## config.mk

```make
export PLATFORM = sky130hd
export DESIGN_NAME = rca_issue_controller
export DESIGN_NICKNAME = d
export VERILOG_FILES = /design/src/rtl/rca_pkg.sv /design/src/rtl/rca_grid_tracker.sv /design/src/rtl/rca_issue_controller.sv
export SDC_FILE = /design/constraint.sdc
export NUM_CORES = 1
export LEC_CHECK = 0
export CAP_MARGIN = 25
export CORE_MARGIN = 4
export CORE_UTILIZATION = 55
export DETAILED_ROUTE_END_ITERATION = 8
export GPL_ROUTABILITY_DRIVEN = 0
export GPL_TIMING_DRIVEN = 1
export PLACE_DENSITY_LB_ADDON = 0.1
export SYNTH_ARGS = -nofsm -noshare
export SYNTH_HDL_FRONTEND = slang
export SYNTH_HIERARCHICAL = 1
export SYNTH_SLANG_ARGS = --single-unit
```

## constraint.sdc

```tcl
create_clock -name clk -period 4.11 [get_ports clk]
set_clock_uncertainty 0.2 [all_clocks]
set_input_delay 0.822 -clock clk [delete_from_list [all_inputs] [get_ports clk]]
set_output_delay 0.822 -clock clk [all_outputs]
set_load 0.01 [all_outputs]
```

## src/rtl/rca_pkg.sv

```systemverilog
// Shared types and constants for the RCA issue controller and its grid tracker.
package rca_pkg;

  localparam int unsigned NUM_GRIDS_DEF = 4;
  localparam int unsigned CFG_W_DEF     = 4;

  localparam logic [6:0] RCA_OPCODE    = 7'b0101011;
  localparam logic [2:0] FUNCT3_USE    = 3'b000;
  localparam logic [2:0] FUNCT3_CONFIG = 3'b001;

  typedef enum logic [1:0] {
    WbOk            = 2'b00,
    WbNotConfigured = 2'b01,
    WbReconfErr     = 2'b10,
    WbTimeout       = 2'b11
  } rca_wb_status_t;

  typedef enum logic [2:0] {
    StIdle,
    StUseDispatch,
    StCfgDrain,
    StCfgReq,
    StCfgWait,
    StWb
  } rca_ctrl_state_t;

endpackage

```

## src/rtl/rca_grid_tracker.sv

```systemverilog
// Per-grid loaded flag, loaded configuration ID and outstanding-use counter.
module rca_grid_tracker import rca_pkg::*; #(
  parameter int unsigned NUM_GRIDS       = NUM_GRIDS_DEF,
  parameter int unsigned CFG_W           = CFG_W_DEF,
  parameter int unsigned MAX_OUTSTANDING = 4,
  localparam int unsigned GW             = $clog2(NUM_GRIDS),
  localparam int unsigned CNT_W          = $clog2(MAX_OUTSTANDING + 1)
) (
  input  logic                             clk,
  input  logic                             rst,
  input  logic                             inc,
  input  logic [GW-1:0]                    inc_grid,
  input  logic                             dec,
  input  logic [GW-1:0]                    dec_grid,
  input  logic                             load_set,
  input  logic                             load_clr,
  input  logic [GW-1:0]                    load_grid,
  input  logic [CFG_W-1:0]                 load_cfg,
  output logic [NUM_GRIDS-1:0]             loaded,
  output logic [NUM_GRIDS-1:0][CFG_W-1:0]  cfg_ids,
  output logic [NUM_GRIDS-1:0][CNT_W-1:0]  counts
);

  logic [NUM_GRIDS-1:0]            loaded_q, loaded_d;
  logic [NUM_GRIDS-1:0][CFG_W-1:0] cfg_q, cfg_d;
  logic [NUM_GRIDS-1:0][CNT_W-1:0] cnt_q, cnt_d;
  logic [NUM_GRIDS-1:0]            inc_hit, dec_hit;

  always_comb begin
    inc_hit  = '0;
    dec_hit  = '0;
    loaded_d = loaded_q;
    cfg_d    = cfg_q;
    cnt_d    = cnt_q;
    if (inc) inc_hit[inc_grid] = 1'b1;
    if (dec) dec_hit[dec_grid] = 1'b1;
    for (int unsigned g = 0; g < NUM_GRIDS; g++) begin
      // A complete against an empty counter is dropped; inc+dec together cancel.
      case ({inc_hit[g], dec_hit[g] && (cnt_q[g] != '0)})
        2'b10:   cnt_d[g] = cnt_q[g] + CNT_W'(1);
        2'b01:   cnt_d[g] = cnt_q[g] - CNT_W'(1);
        default: cnt_d[g] = cnt_q[g];
      endcase
    end
    if (load_clr) loaded_d[load_grid] = 1'b0;
    if (load_set) begin
      loaded_d[load_grid] = 1'b1;
      cfg_d[load_grid]    = load_cfg;
    end
  end

  always_ff @(posedge clk) begin
    if (rst) begin
      loaded_q <= '0;
      cfg_q    <= '0;
      cnt_q    <= '0;
    end else begin
      loaded_q <= loaded_d;
      cfg_q    <= cfg_d;
      cnt_q    <= cnt_d;
    end
  end

  assign loaded  = loaded_q;
  assign cfg_ids = cfg_q;
  assign counts  = cnt_q;

endmodule

```

## src/rtl/rca_issue_controller.sv

```systemverilog
// Sequences RCA use/config instructions to the grids and reconfiguration port,
// producing one writeback record per accepted instruction.
module rca_issue_controller import rca_pkg::*; #(
  parameter int unsigned NUM_GRIDS       = NUM_GRIDS_DEF,
  parameter int unsigned CFG_W           = CFG_W_DEF,
  parameter int unsigned ID_W            = 3,
  parameter int unsigned MAX_OUTSTANDING = 4,
  parameter int unsigned TIMEOUT_CYCLES  = 1024,
  localparam int unsigned GW             = $clog2(NUM_GRIDS)
) (
  input  logic                 clk,
  input  logic                 rst,
  input  logic                 issue_valid,
  output logic                 issue_ready,
  input  logic                 issue_is_config,
  input  logic [GW-1:0]        issue_grid,
  input  logic [CFG_W-1:0]     issue_cfg_id,
  input  logic [ID_W-1:0]      issue_id,
  output logic                 use_valid,
  output logic [GW-1:0]        use_grid,
  output logic [ID_W-1:0]      use_id,
  input  logic                 use_ready,
  input  logic                 use_complete,
  input  logic [GW-1:0]        use_complete_grid,
  output logic                 reconf_req,
  output logic [GW-1:0]        reconf_grid,
  output logic [CFG_W-1:0]     reconf_cfg_id,
  input  logic                 reconf_done,
  input  logic                 reconf_err,
  output logic                 wb_valid,
  output logic [ID_W-1:0]      wb_id,
  output logic [1:0]           wb_status,
  input  logic                 wb_ack,
  output logic [NUM_GRIDS-1:0] grid_loaded
);

  localparam int unsigned CNT_W = $clog2(MAX_OUTSTANDING + 1);
  localparam int unsigned TMO_W = (TIMEOUT_CYCLES > 1) ? $clog2(TIMEOUT_CYCLES) : 1;

  rca_ctrl_state_t state_q, state_d;
  rca_wb_status_t  status_q, status_d;
  logic [GW-1:0]    grid_q, grid_d;
  logic [CFG_W-1:0] cfg_q, cfg_d;
  logic [ID_W-1:0]  id_q, id_d;
  logic [TMO_W-1:0] tmo_q, tmo_d;

  logic                            trk_inc, trk_set, trk_clr;
  logic [GW-1:0]                   trk_load_grid;
  logic [NUM_GRIDS-1:0][CFG_W-1:0] cfg_ids;
  logic [NUM_GRIDS-1:0][CNT_W-1:0] counts;

  rca_grid_tracker #(
    .NUM_GRIDS       (NUM_GRIDS),
    .CFG_W           (CFG_W),
    .MAX_OUTSTANDING (MAX_OUTSTANDING)
  ) u_tracker (
    .clk       (clk),
    .rst       (rst),
    .inc       (trk_inc),
    .inc_grid  (grid_q),
    .dec       (use_complete),
    .dec_grid  (use_complete_grid),
    .load_set  (trk_set),
    .load_clr  (trk_clr),
    .load_grid (trk_load_grid),
    .load_cfg  (cfg_q),
    .loaded    (grid_loaded),
    .cfg_ids   (cfg_ids),
    .counts    (counts)
  );

  // The clear happens on acceptance, before grid_q holds the new target.
  assign trk_load_grid = trk_clr ? issue_grid : grid_q;

  always_comb begin
    state_d     = state_q;
    status_d    = status_q;
    grid_d      = grid_q;
    cfg_d       = cfg_q;
    id_d        = id_q;
    tmo_d       = tmo_q;
    issue_ready = 1'b0;
    use_valid   = 1'b0;
    reconf_req  = 1'b0;
    wb_valid    = 1'b0;
    trk_inc     = 1'b0;
    trk_set     = 1'b0;
    trk_clr     = 1'b0;
    unique case (state_q)
      StIdle: begin
        issue_ready = !rst;
        if (issue_valid && issue_ready) begin
          grid_d = issue_grid;
          cfg_d  = issue_cfg_id;
          id_d   = issue_id;
          if (!issue_is_config) begin
            if (!grid_loaded[issue_grid]) begin
              status_d = WbNotConfigured;
              state_d  = StWb;
            end else begin
              state_d = StUseDispatch;
            end
          end else if (grid_loaded[issue_grid] && (cfg_ids[issue_grid] == issue_cfg_id)) begin
            status_d = WbOk;
            state_d  = StWb;
          end else begin
            trk_clr = 1'b1;
            state_d = StCfgDrain;
          end
        end
      end
      StUseDispatch: begin
        use_valid = counts[grid_q] < CNT_W'(MAX_OUTSTANDING);
        if (use_valid && use_ready) begin
          trk_inc  = 1'b1;
          status_d = WbOk;
          state_d  = StWb;
        end
      end
      StCfgDrain: begin
        if (counts[grid_q] == '0) state_d = StCfgReq;
      end
      StCfgReq: begin
        reconf_req = 1'b1;
        tmo_d      = '0;
        state_d    = StCfgWait;
      end
      StCfgWait: begin
        reconf_req = 1'b1;
        if (reconf_done) begin
          trk_set  = 1'b1;
          status_d = WbOk;
          state_d  = StWb;
        end else if (reconf_err) begin
          status_d = WbReconfErr;
          state_d  = StWb;
        end else if (tmo_q == TMO_W'(TIMEOUT_CYCLES - 1)) begin
          status_d = WbTimeout;
          state_d  = StWb;
        end else begin
          tmo_d = tmo_q + TMO_W'(1);
        end
      end
      StWb: begin
        wb_valid = 1'b1;
        if (wb_ack) state_d = StIdle;
      end
      default: state_d = StIdle;
    endcase
  end

  always_ff @(posedge clk) begin
    if (rst) begin
      state_q  <= StIdle;
      status_q <= WbOk;
      grid_q   <= '0;
      cfg_q    <= '0;
      id_q     <= '0;
      tmo_q    <= '0;
    end else begin
      state_q  <= state_d;
      status_q <= status_d;
      grid_q   <= grid_d;
      cfg_q    <= cfg_d;
      id_q     <= id_d;
      tmo_q    <= tmo_d;
    end
  end

  assign use_grid      = use_valid  ? grid_q   : '0;
  assign use_id        = use_valid  ? id_q     : '0;
  assign reconf_grid   = reconf_req ? grid_q   : '0;
  assign reconf_cfg_id = reconf_req ? cfg_q    : '0;
  assign wb_id         = wb_valid   ? id_q     : '0;
  assign wb_status     = wb_valid   ? status_q : WbOk;

endmodule

```

==> impl_metrics.csv <==
group,metric,value,unit
route,antenna_left,0,
final_layout,fin_nets,422,
setup_path,worstSetupEndpointType,"register",
yosys,synth.area.top_cells,"dfxtp_1, nor2_1, mux2i_1",
final_layout,syn2layout_area_growth,19.6,%
place,post_dp_cell_area,3590,um2
final_layout,drive_gt1_share,6.60,%
status,status,"finished, final reports clean",
clock_network,tritoncts,"yes",
yosys,syn_avg_cell_area,8.78,um2
setup_path,cp.arrival,3.81,ns
grt,grt-ovfl-total,0,
route,drtPass1Iterations,4,
timing,hold_viol,0,
route,num_vias,2534,
clock_network,cts_root_buffer,"clkbuf_8",
grt,grt_pass1_vias,2460,
floorplanning,core,5470,um2
clock_network,cts_sinks,56,
yosys,syn_inst,353,
yosys,synth_ff_type,"dfxtp_1",
yosys,ys_warn_count,6,
setup_path,cp_max_fo,8,
timing,fmax,262,MHz
timing,worstMarginPinSlew,0.976,ns
timing,setup_slack,0.299,ns
final_layout,diodes,0,
timing,setup_violations,0,
clock_network,htreeDepth,2,
min_path,min_path_type,"register to register",
yosys,syn-num-nets,382,
grt,grt_antenna_before_repair,0,
final_layout,final_common_cell,"dfxtp_1",
floorplanning,chipWidth,83.1,um
yosys,synth_area_leader_cell,"dfxtp_1",
final_layout,regArea,1120,um2
timing,period_share,92.7,%
floorplanning,io_pins,44,
yosys,synth_async_sr_flop_share,0,%
route,drc,0,
setup_path,start_kind,"input pin",
clock_network,clk_pin_slew,0.10,ns
route,routed_via_density,5.44,
route,wl,6.67,mm
yosys,synth_top_area_share,36.2,%
yosys,yosysUniqueCellTypes,54,
place,dp_slack,-0.0648,ns
place,dp_hpwl,4.83,mm
timing,rsz0062_at_grt,"false",
pwr,powerDensity,417,nW/um2
grt,track_usage,19.7,%
place,portBuffers,43,
yosys,synth-seq-cells,56,
timing,drv_slew,0,
pwr,vdd_ir_drop_max,0.203,mV
clock_network,cts_setup_buffers,0,
clock_network,clock_latency,0.31,ns
floorplanning,die-area,6900,um2
floorplanning,start_util,56.6,%
yosys,synth_seq_area_share,36.2,%
final_layout,fin_area,3710,um2
route,first_iter_violations,122,
pwr,p_leak,1.39,nW
timing,slew-limit-headroom,34.2,%
grt,grt_pass1_wl,11.4,mm
floorplanning,fp.dieH,83.1,um
grt,grt_max_degree,51,
final_layout,multiInputGateArea,1840,um2
flow_run,max-cap-violations,0,
clock_network,cts_resized,0,
clock_network,numCtsBuffers,5,
yosys,synth_edf_count,0,
final_layout,layout_common_cells,"dfxtp_1, nor2_1, clkdlybuf4s50_1",
floorplanning,fp-row-count,27,
clock_network,ctsHoldBuffers,0,
timing,period_minus_slack,3.81,ns
setup_path,critical_path_class,"input pin to register",
final_layout,nFillCells,478,
clock_network,max-clock-path-buffers,2,
route,wl_per_cell,14.3,um
setup_path,critPathRequiredTime,4.10,ns
yosys,netlist_area,3100,um2
-- report_power, final --
| part | switching (mW) | internal (mW) | leakage [nW] | total [mW] |
|---|---|---|---|---|
| combinational | 0.276 | 0.241 | 0.877 | 0.517 |
| clock | 0.185 | 0.200 | 0.0614 | 0.384 |
| sequential | 0.0583 | 0.588 | 0.453 | 0.646 |
-- sequential cells by signal, summed over array words and instances, names as in the netlist --
name	flops
id_q	3
u_tracker/cfg_ids	16
status_q	2
u_tracker/loaded	4
state_q	3
tmo_q	10
grid_q	2
u_tracker/counts	12
cfg_q	4
-- routing by layer --
layer	track usage, %	up-vias	wire (um)
met5	0	-	0
met4	5.35	0	131
met3	3.37	10	160
met2	33.3	33	3200
met1	26.0	1195	3170
li1	-	1296	-
-- worst paths after layout --
check / startpoint / to / slack (ns) / cells after the start
min reg2reg: u_tracker/loaded[3] / u_tracker/loaded[3] / 0.27 / 2
min: u_tracker/loaded[3] / u_tracker/loaded[3] / 0.27 / 2
max reg2reg: grid_q[0] / u_tracker/counts[2] / 0.76 / 12
max: issue_grid[0] / u_tracker/cfg_ids[1] / 0.30 / 10
-- final cells by class --
class	instances	share of cell area (%)
Multi-Input combinational cell	266	49.7
Inverter	15	1.52
Sequential cell	56	30.2
Tap cell	72	2.43
Timing Repair Buffer	49	12.8
Clock buffer	6	2.23
Clock inverter	2	1.05
-- cells by family after synthesis --
kind of cell    after synthesis  synth area share, %
fa+ha+maj                    10                 4.93
mux                          26                 11.6
flops                        56                 36.2
buf+inv                      31                 4.36
xor+xnor                     20                 5.65
simple gates                157                 26.2
compound gates               53                 11.0
-- per-stage QoR --
step                setup TNS (ns)  hold slack (ns)  instances  power [mW]  util, %
finish                           0            0.274        466        1.55     67.7
global route                     0            0.320        466        1.64     67.7
CTS                              0            0.277        466        1.55     67.7
detailed placement          -0.486            0.261        458        1.17     65.5
global placement           -0.0109            0.262        458        1.17     65.5
floorplan                        0            0.252        353        1.00        -
-- cell usage after synthesis, types with 5 or more instances --
cell and n:
a21oi_1 17, and2_1 20, clkbuf_1 11, dfxtp_1 56, ha_1 5, inv_1 15, mux2i_1 18, nand2_1 24
nand2b_1 11, nand3_1 7, nand3b_1 6, nor2_1 52, nor3_1 13, o21ai_0 18, xnor2_1 7, xor2_1 13
-- worst max-delay path, stage by stage --
cell and delay, ns:
clkdlybuf4s50_1 0.66, mux4_1 0.62, xnor2_1 0.17, nand3_1 0.15
o211ai_2 0.19, or2_4 0.17, mux2_4 0.34, nor3b_4 0.39
mux2i_1 0.23, nor2_1 0.05
Power figures use the tool's default switching activity.
